--- src/rtl/cpu_pkg.sv ---
// Shared CPU definitions: physical address width, prefetch FSM states and
// the segment:offset to physical address helper.
package cpu_pkg;

  localparam int unsigned PHYS_ADDR_W = 20;

  typedef enum logic {
    IDLE,
    REQ
  } pf_state_e;

  function automatic logic [PHYS_ADDR_W-1:0] phys_addr(input logic [15:0] cs,
                                                       input logic [15:0] ip);
    return {cs, 4'b0000} + {4'b0000, ip};
  endfunction

endpackage

--- src/rtl/prefetch_if.sv ---
// Prefetch stage bus: CS/redirect inputs, instruction FIFO write port and
// memory read port. master = prefetch side, slave = environment side.
interface prefetch_if;
  import cpu_pkg::*;

  logic [15:0]              cs;
  logic [15:0]              new_ip;
  logic                     load_new_ip;
  logic                     fifo_wr_en;
  logic [7:0]               fifo_wr_data;
  logic                     fifo_reset;
  logic                     fifo_full;
  logic                     mem_access;
  logic                     mem_ack;
  logic [PHYS_ADDR_W-2:0]   mem_address;
  logic [15:0]              mem_data;

  modport master (
    input  cs, new_ip, load_new_ip, fifo_full, mem_ack, mem_data,
    output fifo_wr_en, fifo_wr_data, fifo_reset, mem_access, mem_address
  );

  modport slave (
    output cs, new_ip, load_new_ip, fifo_full, mem_ack, mem_data,
    input  fifo_wr_en, fifo_wr_data, fifo_reset, mem_access, mem_address
  );

endinterface

--- src/rtl/prefetch_byte_buffer.sv ---
// Two-byte shift buffer between the memory word and the instruction FIFO;
// the lowest pending byte is always presented on the FIFO write port.
module prefetch_byte_buffer (
  input  logic        clk,
  input  logic        reset,
  input  logic        flush_i,
  input  logic        load_i,
  input  logic        load_two_i,
  input  logic [15:0] load_data_i,
  input  logic        fifo_full_i,
  output logic        wr_en_o,
  output logic [7:0]  wr_data_o,
  output logic [1:0]  count_o
);

  logic [15:0] buf_q, buf_d;
  logic [1:0]  count_q, count_d;

  assign wr_en_o   = (count_q != 2'd0) & ~fifo_full_i & ~flush_i;
  assign wr_data_o = buf_q[7:0];
  assign count_o   = count_q;

  // A single-byte load comes from an odd IP, so only the high byte is wanted.
  always_comb begin
    buf_d   = buf_q;
    count_d = count_q;
    if (flush_i) begin
      count_d = '0;
    end else if (load_i) begin
      if (load_two_i) begin
        buf_d   = load_data_i;
        count_d = 2'd2;
      end else begin
        buf_d   = {8'h00, load_data_i[15:8]};
        count_d = 2'd1;
      end
    end else if (wr_en_o) begin
      buf_d   = {8'h00, buf_q[15:8]};
      count_d = count_q - 2'd1;
    end
  end

  always_ff @(posedge clk or posedge reset) begin
    if (reset) begin
      buf_q   <= '0;
      count_q <= '0;
    end else begin
      buf_q   <= buf_d;
      count_q <= count_d;
    end
  end

endmodule

--- src/rtl/prefetch.sv ---
// Instruction prefetch: fetches 16-bit words at CS:IP, splits them into bytes
// for the instruction FIFO, and handles redirects including in-flight fetches.
module prefetch
  import cpu_pkg::*;
(
  input  logic       clk,
  input  logic       reset,
  prefetch_if.master bus
);

  pf_state_e              state_q;
  logic [15:0]            fetch_ip_q;
  logic                   abort_q;
  logic                   mem_access_q;
  logic [PHYS_ADDR_W-2:0] mem_address_q;
  logic                   fifo_reset_q;

  logic [1:0]             buf_count;
  logic                   accept;
  logic                   start_req;
  logic [PHYS_ADDR_W-2:0] req_word;
  logic                   phys_lsb_unused;

  assign {req_word, phys_lsb_unused} = phys_addr(bus.cs, fetch_ip_q);

  assign accept    = (state_q == REQ) & bus.mem_ack & ~abort_q & ~bus.load_new_ip;
  assign start_req = (state_q == IDLE) & (buf_count == 2'd0) & ~bus.load_new_ip;

  // The bus forbids dropping a request, so a redirect while waiting only marks
  // the returning data for discard; the new fetch starts once it has arrived.
  always_ff @(posedge clk or posedge reset) begin
    if (reset) begin
      state_q       <= IDLE;
      fetch_ip_q    <= '0;
      abort_q       <= 1'b0;
      mem_access_q  <= 1'b0;
      mem_address_q <= '0;
      fifo_reset_q  <= 1'b0;
    end else begin
      fifo_reset_q <= bus.load_new_ip;
      unique case (state_q)
        IDLE: begin
          if (start_req) begin
            state_q       <= REQ;
            mem_access_q  <= 1'b1;
            mem_address_q <= req_word;
          end
        end
        REQ: begin
          if (bus.mem_ack) begin
            state_q      <= IDLE;
            mem_access_q <= 1'b0;
            abort_q      <= 1'b0;
          end else if (bus.load_new_ip) begin
            abort_q <= 1'b1;
          end
        end
      endcase
      if (bus.load_new_ip) begin
        fetch_ip_q <= bus.new_ip;
      end else if (accept) begin
        fetch_ip_q <= fetch_ip_q + (fetch_ip_q[0] ? 16'd1 : 16'd2);
      end
    end
  end

  assign bus.mem_access  = mem_access_q;
  assign bus.mem_address = mem_address_q;
  assign bus.fifo_reset  = fifo_reset_q;

  prefetch_byte_buffer u_buf (
    .clk         (clk),
    .reset       (reset),
    .flush_i     (bus.load_new_ip),
    .load_i      (accept),
    .load_two_i  (~fetch_ip_q[0]),
    .load_data_i (bus.mem_data),
    .fifo_full_i (bus.fifo_full),
    .wr_en_o     (bus.fifo_wr_en),
    .wr_data_o   (bus.fifo_wr_data),
    .count_o     (buf_count)
  );

endmodule
--- src/flat_wrapper.sv ---
// flat-port wrapper written by rule: the top's interface ports become plain ports
module prefetch_flat import cpu_pkg::*;
  (clk, reset, bus_cs, bus_new_ip, bus_load_new_ip, bus_fifo_full, bus_mem_ack, bus_mem_data, bus_fifo_wr_en, bus_fifo_wr_data, bus_fifo_reset, bus_mem_access, bus_mem_address);
  prefetch_if bus_i ();
  input  logic clk;
  input  logic reset;
  input wire logic [$bits(bus_i.cs)-1:0] bus_cs;
  input wire logic [$bits(bus_i.new_ip)-1:0] bus_new_ip;
  input wire logic [$bits(bus_i.load_new_ip)-1:0] bus_load_new_ip;
  input wire logic [$bits(bus_i.fifo_full)-1:0] bus_fifo_full;
  input wire logic [$bits(bus_i.mem_ack)-1:0] bus_mem_ack;
  input wire logic [$bits(bus_i.mem_data)-1:0] bus_mem_data;
  output wire logic [$bits(bus_i.fifo_wr_en)-1:0] bus_fifo_wr_en;
  output wire logic [$bits(bus_i.fifo_wr_data)-1:0] bus_fifo_wr_data;
  output wire logic [$bits(bus_i.fifo_reset)-1:0] bus_fifo_reset;
  output wire logic [$bits(bus_i.mem_access)-1:0] bus_mem_access;
  output wire logic [$bits(bus_i.mem_address)-1:0] bus_mem_address;
  assign bus_i.cs = bus_cs;
  assign bus_i.new_ip = bus_new_ip;
  assign bus_i.load_new_ip = bus_load_new_ip;
  assign bus_i.fifo_full = bus_fifo_full;
  assign bus_i.mem_ack = bus_mem_ack;
  assign bus_i.mem_data = bus_mem_data;
  assign bus_fifo_wr_en = bus_i.fifo_wr_en;
  assign bus_fifo_wr_data = bus_i.fifo_wr_data;
  assign bus_fifo_reset = bus_i.fifo_reset;
  assign bus_mem_access = bus_i.mem_access;
  assign bus_mem_address = bus_i.mem_address;
  prefetch u_core (.clk(clk), .reset(reset), .bus(bus_i));
endmodule
--- config.mk ---
export PLATFORM = sky130hd
export DESIGN_NAME = prefetch_flat
export DESIGN_NICKNAME = d
export VERILOG_FILES = /design/src/rtl/cpu_pkg.sv /design/src/rtl/prefetch_if.sv /design/src/rtl/prefetch_byte_buffer.sv /design/src/rtl/prefetch.sv /design/src/flat_wrapper.sv
export SDC_FILE = /design/constraint.sdc
export NUM_CORES = 1
export LEC_CHECK = 0
export CORE_MARGIN = 2
export CORE_UTILIZATION = 26
export CTS_BUF_LIST = sky130_fd_sc_hd__clkbuf_4
export DETAILED_ROUTE_END_ITERATION = 7
export SLEW_MARGIN = 10
export SYNTH_ARGS = -nofsm -noshare
export SYNTH_HDL_FRONTEND = slang
export SYNTH_SLANG_ARGS = --single-unit
--- constraint.sdc ---
create_clock -name clk -period 2.5 [get_ports clk]
set_clock_uncertainty 0.2 [all_clocks]
set_input_delay 0.375 -clock clk [delete_from_list [all_inputs] [get_ports clk]]
set_output_delay 0.375 -clock clk [all_outputs]
set_load 0.01 [all_outputs]
==> impl_metrics.json, run 1 <==
{
  "cts_buffer_depth": 2,
  "setup_violations": 0,
  "syn_nets": 421,
  "combPwrFrac_pct": 42.5,
  "cts_tree": "yes",
  "fin_crit_sh_pct": 93.4,
  "r2r_cells": 8,
  "path_class": "flop to flop",
  "drv_slew": 0,
  "maxCapViolations": 0,
  "switching_share_pct": 35.1,
  "p_per_area_nw_per_um2": 848,
  "grt_overflow": 0,
  "ir_drop_v": 0.000232,
  "portBuffers": 82,
  "crit_chain": "ha_1 -> fa_1 -> a21o_1 -> nor4b_4 -> o2111ai_2 -> a21oi_1 -> xnor2_1 -> o21ai_1",
  "synth_area_um2": 3230,
  "vias_per_cell": 4.44,
  "drtIter0Drc": 130,
  "hold_path_class": "primary input to asynchronous set/reset pin",
  "p_leak_nw": 1.94,
  "critPathMaxFanout": 3,
  "cts_buffers": 9,
  "arrival_ps": 2440,
  "antenna_found_initial": 0,
  "utilization_pct": 37.3,
  "pwr-share-seq_pct": 37.5,
  "dpl.cell_count": 606,
  "grt_pass1_wl_mm": 13.8,
  "core_area_um2": 12100,
  "start_kind": "flop",
  "drc": 0,
  "crit_buf_inv": 0,
  "post_synth.cell_area_avg_um2": 9.16,
  "grt_pass1_vias": 2809,
  "power.internal_w": 0.00248,
  "fp.dieH_um": 115,
  "die_x_um": 115,
  "dpl.hpwl_mm": 6.31,
  "p_sw_w": 0.00134,
  "fin_area_um2": 4500,
  "whs_ps": 124,
  "ant_nets": 0,
  "ys_ff_latch": 57,
  "cts-root-buf": "clkbuf_4",
  "critPathRequiredTime_ps": 2610,
  "post_drt_wl_per_cell_um": 13.5,
  "drt-total-wl_mm": 8.41,
  "worstMarginPinSlew_ps": 586,
  "rows": 40,
  "diodes": 0,
  "vias": 2773,
  "drtPass1Iterations": 4,
  "grt_max_degree": 58,
  "worst_path_max_delay_cell": "fa_1",
  "top_usage_layer": "met2",
  "insertion_delay_ps": 430,
  "critical_path_depth": 8,
  "final_nets": 520,
  "cts_sinks": 57,
  "netlist_instances": 352,
  "htree_levels": 3,
  "clkPwrFrac_pct": 20.0,
  "grt_use_met1_pct": 16.8,
  "clkSlewWorstSetupHoldPaths_ps": 110,
  "worstSetupEndpointType": "flop",
  "max_stage_delay_ps": 430,
  "mostFrequentLayoutCells": "clkdlybuf4s50_1 (81), nand2_1 (72), dfrtp_1 (57)",
  "relSlewSlack_pct": 60.7,
  "start_util_pct": 26.7,
  "ys_warn_count": 0,
  "min_period_ps": 2340,
  "syn_to_final_growth_pct": 39.5,
  "drive_gt1_share_pct": 11.2,
  "status": "complete, no violations",
  "crit_family": "adder cells",
  "clock.fmax_mhz": 428,
  "grtUsageMet2_pct": 22.1,
  "finalNonFillerCells": 624,
  "layout_commonest_cell": "clkdlybuf4s50_1",
  "hold_violations": 0,
  "rsz0062_at_grt": "false",
  "fin_tns_setup_ps": 0,
  "track_usage_pct": 13.4,
  "yosys.cell_types.count": 45,
  "routabilityCongestion": 0.817,
  "ios": 83,
  "place_area_um2": 4330,
  "seq_area_frac_synth_pct": 44.2,
  "design.die.area_um2": 13300,
  "grt.met3_usage_pct": 3.69
}
-- registers in the layout, summed over array words and instances, names as in the netlist --
register,count
u_core.abort_q,1
u_core.bus.fifo_reset,1
u_core.bus.mem_access,1
u_core.bus.mem_address,19
u_core.fetch_ip_q,16
u_core.state_q,1
u_core.u_buf.buf_q,16
u_core.u_buf.count_o,2
-- metal layers --
layer | routed length, um | up-vias
li1 | - | 1408
met1 | 3730 | 1300
met2 | 4120 | 54
met3 | 436 | 11
met4 | 123 | 0
met5 | 0 | -
-- cells in the mapped netlist (all sizes together) --
library cell,number,area share (%)
nand4,3,0.58
ha,15,5.8
a21oi,18,2.8
clkdlybuf4s15,1,0.31
and4,2,0.58
clkbuf,9,1.0
xnor2,13,3.5
nor2b,3,0.58
mux2i,8,2.5
or2,2,0.39
o31ai,1,0.23
o21bai,3,0.70
a211oi,3,0.85
nand3b,1,0.35
and2,2,0.39
fa,1,0.62
buf,10,2.2
nor4b,1,0.74
or4,2,0.47
nand2b,1,0.19
o21a,1,0.23
a21o,3,0.70
and3,4,0.78
o21ai,45,7.0
nand2,72,8.4
nand3,9,1.4
nor3,3,0.62
a31oi,2,0.39
inv,10,1.2
xor2,14,3.8
nor2,18,2.2
or3,1,0.19
o211ai,4,1.1
o2111ai,2,0.74
dfrtp,57,44
a22o,8,2.2
-- through the flow --
stage | power [W] | setup WS, ps
2_1_floorplan | 0.00235 | 345
3_3_place_gp | 0.00304 | -192
3_5_place_dp | 0.00310 | -227
4_1_cts | 0.00388 | 128
5_1_grt | 0.00411 | 31.8
6_report | 0.00382 | 165
-- worst reg2reg max path: stages, from the launching register on --
cell and delay, ps:
dfrtp_1 420, ha_1 230, fa_1 430, a21o_1 230
nor4b_4 150, o2111ai_2 220, a21oi_1 110, xnor2_1 150
o21ai_1 70
-- final cells by class --
class	instances	area, um^2
tap	168	210
sequential	57	1430
clock inverter	7	85.1
fill	1226	7560
timing repair buffer	108	1030
multi-input combinational	265	1650
inverter	10	37.5
clock buffer	9	67.6
-- power by group through the flow --
stage	Combinational [W]	Sequential, W	Clock, W
2_1_floorplan	0.000869	0.00148	0
3_3_place_gp	0.00161	0.00143	0
3_5_place_dp	0.00164	0.00146	0
4_1_cts	0.00165	0.00144	0.000794
5_1_grt	0.00182	0.00147	0.000823
6_report	0.00162	0.00143	0.000764
-- worst paths after layout --
path                                                   start                                     end  slack, ps
max                         u_core.fetch_ip_q[4]$_DFFE_PP0P_  u_core.bus.mem_address[15]$_DFFE_PP0P_        160
min                                                    reset  u_core.bus.mem_address[12]$_DFFE_PP0P_        120
max reg2reg                 u_core.fetch_ip_q[4]$_DFFE_PP0P_  u_core.bus.mem_address[15]$_DFFE_PP0P_        160
min reg2reg                u_core.bus.mem_access$_DFFE_PP0P_       u_core.bus.mem_access$_DFFE_PP0P_        290
max in group asynchronous                              reset        u_core.fetch_ip_q[7]$_DFFE_PP0P_       1710
min in group clk                               bus_new_ip[4]        u_core.fetch_ip_q[4]$_DFFE_PP0P_        290
-- cell families after synthesis --
group                    share of synthesized area (%)
flip-flops                                        44.2
AND/OR/NAND/NOR                                   17.9
buffers and inverters                             4.77
adder cells (fa/ha/maj)                           6.44
XOR/XNOR                                          7.33
AO/OA/AOI/OAI                                     16.9
multiplexers                                      2.48
-- repair_timing --
action / 4_1_cts / 5_1_grt
buffers inserted: 0 / 2
gates resized for setup: 1 / 0
hold buffers: 0 / 0
endpoints found under the setup margin: 1 / 2
Power figures use the tool's default switching activity.
==> inputs of run 2 (changes only) <==
==> constraint.sdc (replaced) <==
create_clock -name clk -period 2.5 [get_ports clk]
set_clock_uncertainty 0.2 [all_clocks]
set_input_delay 0.25 -clock clk [delete_from_list [all_inputs] [get_ports clk]]
set_output_delay 0.25 -clock clk [all_outputs]
set_load 0.01 [all_outputs]
==> run 2 against run 1 <==
  * Sequential power about the same
  * Largest cell class unchanged
  * Die area stayed put
  * Largest power group unchanged
  * Worst setup slack worse by 21 ps
  * Non-clock buffer count down 10
  * Critical path type unchanged
==> impl_metrics.json, run 2 (synthesis results as in run 1) <==
{
  "utilization_pct": 36.5,
  "portBuffers": 82,
  "grt_max_degree": 58,
  "drtPass1Iterations": 4,
  "min_delay_worst_endpoint": "u_core.fetch_ip_q[4]$_DFFE_PP0P_",
  "hold_path_class": "primary input to flop",
  "ios": 83,
  "cts_sinks": 57,
  "p_leak_nw": 1.88,
  "rows": 40,
  "min_period_ps": 2360,
  "clkSlewWorstSetupHoldPaths_ps": 100,
  "drv_slew": 0,
  "grt_pass1_wl_mm": 13.3,
  "start_util_pct": 26.7,
  "relSlewSlack_pct": 62.8,
  "fin_crit_sh_pct": 94.2,
  "drc": 0,
  "finalPower_w": 0.00368,
  "combPwrFrac_pct": 43.2,
  "pwr-share-seq_pct": 38.8,
  "diodes": 0,
  "arrival_ps": 2460,
  "track_usage_pct": 12.9,
  "setup_violations": 0,
  "start_kind": "flop",
  "vias": 2729,
  "fin_tns_setup_ps": 0,
  "reg2reg_slack_ps": 140,
  "postCtsSetupRepairBufs": 0,
  "r2r_cells": 8,
  "fp.dieH_um": 115,
  "place_ws_ps": -79.5,
  "largest_reg_flops": 19,
  "min_from": "bus_new_ip[4]",
  "htree_levels": 3,
  "vias_per_cell": 4.44,
  "syn_to_final_growth_pct": 36.5,
  "place_area_um2": 4270,
  "status": "complete, no violations",
  "drt-total-wl_mm": 8.19,
  "core_area_um2": 12100,
  "nFillCells": 1241,
  "p_sw_w": 0.00131,
  "clkPwrFrac_pct": 18.0,
  "dpl.hpwl_mm": 6.21,
  "clock.fmax_mhz": 424,
  "critPathMaxFanout": 4,
  "design.die.area_um2": 13300,
  "die_x_um": 115,
  "worstSetupEndpointType": "flop",
  "fin_ws_ps": 144,
  "layout_commonest_cell": "clkdlybuf4s50_1",
  "reg2reg_from": "u_core.fetch_ip_q[4]$_DFFE_PP0P_",
  "drtIter0Drc": 135,
  "p_per_area_nw_per_um2": 835,
  "multi_input_area_um2": 1650,
  "cts_resized": 0,
  "mostFrequentLayoutCells": "clkdlybuf4s50_1 (82), nand2_1 (72), dfrtp_1 (57)",
  "switching_share_pct": 35.6,
  "ir_drop_v": 0.000205,
  "cts_buffer_depth": 2,
  "maxCapViolations": 0,
  "drive_gt1_share_pct": 8.74,
  "power.internal_w": 0.00237,
  "antenna_found_initial": 0,
  "insertion_delay_ps": 420,
  "final_nets": 510,
  "cts_tree": "yes",
  "grt_pass1_vias": 2731,
  "grt_overflow": 0,
  "hold_violations": 0,
  "cts_buffers": 9,
  "r2r-end": "u_core.bus.mem_address[15]$_DFFE_PP0P_",
  "hold_depth": 3,
  "cts-root-buf": "clkbuf_4",
  "regArea_um2": 1430,
  "critPathRequiredTime_ps": 2600,
  "post_drt_wl_per_cell_um": 13.3,
  "worstMarginPinSlew_ps": 555,
  "path_class": "flop to flop",
  "fin_area_um2": 4400,
  "routabilityCongestion": 0.827,
  "rsz0062_at_grt": "false",
  "ant_nets": 0
}
==> run 2: cell count changes in the layout (fill, tap and decap cells not counted), sizes merged <==
cell | previous run | this run
clkbuf | 9 | 11
clkdlybuf4s50 | 81 | 82
dlygate4sd3 | 0 | 1
clkinvlp | 1 | 0
bufinv | 2 | 1
buf | 26 | 15
dlygate4sd2 | 1 | 0
==> run 2: power groups by stage <==
stage	combinational, W	clock, W	sequential [W]
final	0.00159	0.000661	0.00143
after global routing	0.00176	0.000731	0.00147
after CTS	0.00162	0.000689	0.00143
after detailed placement	0.00161	0	0.00145
after global placement	0.00157	0	0.00144
after floorplan	0.000869	0	0.00148
==> run 2: area by class of cell <==
type / instances / area share, %
clock buffer: 11 / 1.88
clock inverter: 5 / 1.05
inverter: 10 / 0.852
multi-input combinational: 265 / 37.4
sequential: 57 / 32.4
tap: 168 / 4.77
timing repair buffer: 98 / 21.7
==> run 2: timing repair <==
| action | 4_1_cts | 5_1_grt |
|---|---|---|
| endpoints found under the setup margin | 0 | 0 |
| hold buffers | 1 | 0 |
| endpoints found under the hold margin | 36 | 0 |
==> run 2: metrics by stage <==
| step | std cells | hold WS [ps] |
|---|---|---|
| after floorplan | 352 | 81.4 |
| after CTS | 614 | 150 |
| final | 614 | 181 |
| after global routing | 614 | 179 |
| after detailed placement | 597 | 269 |
| after global placement | 597 | 259 |
==> run 2: metal layers <==
layer / vias to the layer above / global-route usage (%) / share of wire (%)
met5: - / 0 / 0
met4: 0 / 5.78 / 1.3
met3: 8 / 3.16 / 4.5
met2: 52 / 20.9 / 48
met1: 1273 / 16.4 / 47
li1: 1396 / - / -
==> run 2: worst max-delay path by stage <==
stage	from	endpoint	slack, ps	cells after the start
final	u_core.fetch_ip_q[4]$_DFFE_PP0P_	u_core.bus.mem_address[15]$_DFFE_PP0P_	140	8
after global routing	u_core.fetch_ip_q[4]$_DFFE_PP0P_	u_core.bus.mem_address[9]$_DFFE_PP0P_	40	8
after CTS	u_core.u_buf.count_o[0]$_DFFE_PP0P_	bus_fifo_wr_en	100	4
after detailed placement	bus_cs[0]	u_core.bus.mem_address[15]$_DFFE_PP0P_	-80	9
after global placement	bus_cs[0]	u_core.bus.mem_address[15]$_DFFE_PP0P_	-60	9
after floorplan	u_core.fetch_ip_q[4]$_DFFE_PP0P_	u_core.bus.mem_address[9]$_DFFE_PP0P_	340	8
==> run 2: critical path: stages (launching register included) <==
cell and delay, ps:
dfrtp_1 430, ha_1 240, fa_1 430, a21o_1 230, nor4b_4 140, o2111ai_2 230
a21oi_1 110, xnor2_1 160, o21ai_1 70
==> inputs of run 3 (changes only) <==
--- a/config.mk
+++ b/config.mk
@@ -5,10 +5,10 @@
 export SDC_FILE = /design/constraint.sdc
 export NUM_CORES = 1
 export LEC_CHECK = 0
-export CORE_MARGIN = 2
 export CORE_UTILIZATION = 26
 export CTS_BUF_LIST = sky130_fd_sc_hd__clkbuf_4
 export DETAILED_ROUTE_END_ITERATION = 7
+export GPL_TIMING_DRIVEN = 0
 export SLEW_MARGIN = 10
 export SYNTH_ARGS = -nofsm -noshare
 export SYNTH_HDL_FRONTEND = slang
==> constraint.sdc (replaced) <==
create_clock -name clk -period 3.1 [get_ports clk]
set_clock_uncertainty 0.2 [all_clocks]
set_input_delay 0.31 -clock clk [delete_from_list [all_inputs] [get_ports clk]]
set_output_delay 0.31 -clock clk [all_outputs]
set_load 0.01 [all_outputs]
==> run 3 against run 2 <==
  * Routed wire length grew 3.0%
  * Clock-buffer cell count is the same
  * First-iteration DRC count grew 3.7%
  * Sequential share of layout area grew 0.30 points
  * Critical endpoint is now bus_fifo_wr_en
  * Non-clock buffer count grew 4
  * Sequential power shrank 20%
  * Critical path depth shrank 3
  * Flip-flop and latch count is the same
  * Largest power group unchanged
  * Combinational power shrank 17%
  * Worst hold slack lost 2.9 ps
==> impl_metrics.json, run 3 (synthesis results as in run 1) <==
{
  "vias": 2795,
  "critPathRequiredTime_ps": 2590,
  "min_period_ps": 2890,
  "drc": 0,
  "syn_to_final_growth_pct": 35.3,
  "reg2reg_slack_ps": 590,
  "start_util_pct": 26.7,
  "track_usage_pct": 13.9,
  "post_drt_wl_per_cell_um": 13.7,
  "clkSlewWorstSetupHoldPaths_ps": 110,
  "hold_violations": 0,
  "status": "complete, no violations",
  "grt_max_degree": 58,
  "finalPower_w": 0.00293,
  "diodes": 0,
  "antenna_found_initial": 0,
  "fin_tns_setup_ps": 0,
  "grt_use_met1_pct": 18.0,
  "cts_sinks": 57,
  "ir_drop_v": 0.000169,
  "worstSetupEndpointType": "output port",
  "rsz0062_at_grt": "false",
  "fp.dieH_um": 113,
  "portBuffers": 82,
  "top_usage_layer": "met2",
  "cts_resized": 0,
  "cts_tree": "yes",
  "p_leak_nw": 1.86,
  "worstMarginPinSlew_ps": 715,
  "drtIter0Drc": 140,
  "drv_slew": 0,
  "relSlewSlack_pct": 52.3,
  "clock.fmax_mhz": 346,
  "cts-root-buf": "clkbuf_4",
  "fin_crit_sh_pct": 93.1,
  "insertion_delay_ps": 410,
  "setup_violations": 0,
  "arrival_ps": 2380,
  "cts_buffers": 9,
  "drtPass1Iterations": 4,
  "grt_pass1_vias": 2802,
  "routabilityCongestion": 0.796,
  "hold_buffers": 0,
  "nFillCells": 1236,
  "path_class": "primary input to output port",
  "grtUsageMet2_pct": 22.4,
  "ant_nets": 0,
  "grt_pass1_wl_mm": 13.8,
  "final_nets": 514,
  "core_area_um2": 12100,
  "reg2reg_from": "u_core.fetch_ip_q[0]$_DFFE_PP0P_",
  "r2r_cells": 9,
  "largest_reg_flops": 19,
  "critPathMaxFanout": 10,
  "rows": 40,
  "drive_gt1_share_pct": 7.78,
  "grt.met3_usage_pct": 3.51,
  "design.die.area_um2": 12900,
  "start_kind": "primary input",
  "layout_commonest_cell": "clkdlybuf4s50_1",
  "fin_area_um2": 4360,
  "maxCapViolations": 0,
  "vias_per_cell": 4.52,
  "fin_ws_ps": 214,
  "hold_path_class": "primary input to asynchronous set/reset pin",
  "die_x_um": 113,
  "htree_levels": 3,
  "place_area_um2": 4260,
  "whs_ps": 178,
  "cts_buffer_depth": 2,
  "p_per_area_nw_per_um2": 670,
  "postCtsSetupRepairBufs": 0,
  "grt_overflow": 0,
  "drt-total-wl_mm": 8.44,
  "mostFrequentLayoutCells": "clkdlybuf4s50_1 (82), nand2_1 (72), dfrtp_1 (57)",
  "ios": 83,
  "r2r-end": "u_core.fetch_ip_q[13]$_DFFE_PP0P_",
  "place_ws_ps": 183,
  "dpl.hpwl_mm": 6.38
}
## run 3: cell types whose count changed in the layout (fill, tap and decap cells not counted), sizes merged
cell / previous run / this run
bufinv: 1 / 0
dlygate4sd3: 1 / 0
buf: 15 / 10
clkdlybuf4s15: 0 / 1
clkinv: 4 / 5
clkbuf: 11 / 20
## run 3: per-layer routing
metal  routed length, um  vias up
li1                    -     1404
met1                3980     1325
met2                3980       55
met3                 341       11
met4                 134        0
met5                   0        -
## run 3: per-stage QoR
stage                     std cells  util (%)
after floorplan                 352         -
after global placement          602      35.3
after detailed placement        602      35.3
after CTS                       618      36.2
after global routing            618      36.2
final                           618      36.2
## run 3: where the power goes
group / leakage [nW] / internal (W) / switching (W)
registers: 0.718 / 0.000994 / 0.000158
logic: 1.07 / 0.000683 / 0.000635
clock network: 0.0655 / 0.000174 / 0.000283
total: 1.86 / 0.00185 / 0.00108
## run 3: cell type report
class                      instances  area, um^2  area share [%]
multi-input combinational        265        1650            37.7
sequential                        57        1430            32.7
timing repair buffer              82         821            18.8
tap                              168         210            4.82
buffer                            20         116            2.67
clock buffer                      11        82.6            1.89
inverter                          10        40.0           0.917
clock inverter                     5        22.5           0.516
## run 3: worst max path at each step
stage	to	slack [ps]	startpoint
3_5_place_dp	bus_fifo_wr_en	180	bus_load_new_ip
4_1_cts	bus_fifo_wr_en	170	bus_load_new_ip
6_report	bus_fifo_wr_en	210	bus_load_new_ip
3_3_place_gp	u_core.bus.mem_address[2]$_DFFE_PP0P_	5	reset
2_1_floorplan	u_core.bus.mem_address[9]$_DFFE_PP0P_	940	u_core.fetch_ip_q[4]$_DFFE_PP0P_
5_1_grt	bus_fifo_wr_en	30	bus_load_new_ip
## run 3: worst max-delay path: stages
cell and delay, ps:
clkdlybuf4s50_1 610, clkbuf_1 400, clkbuf_1 420, nor3_1 120, clkdlybuf4s50_1 510
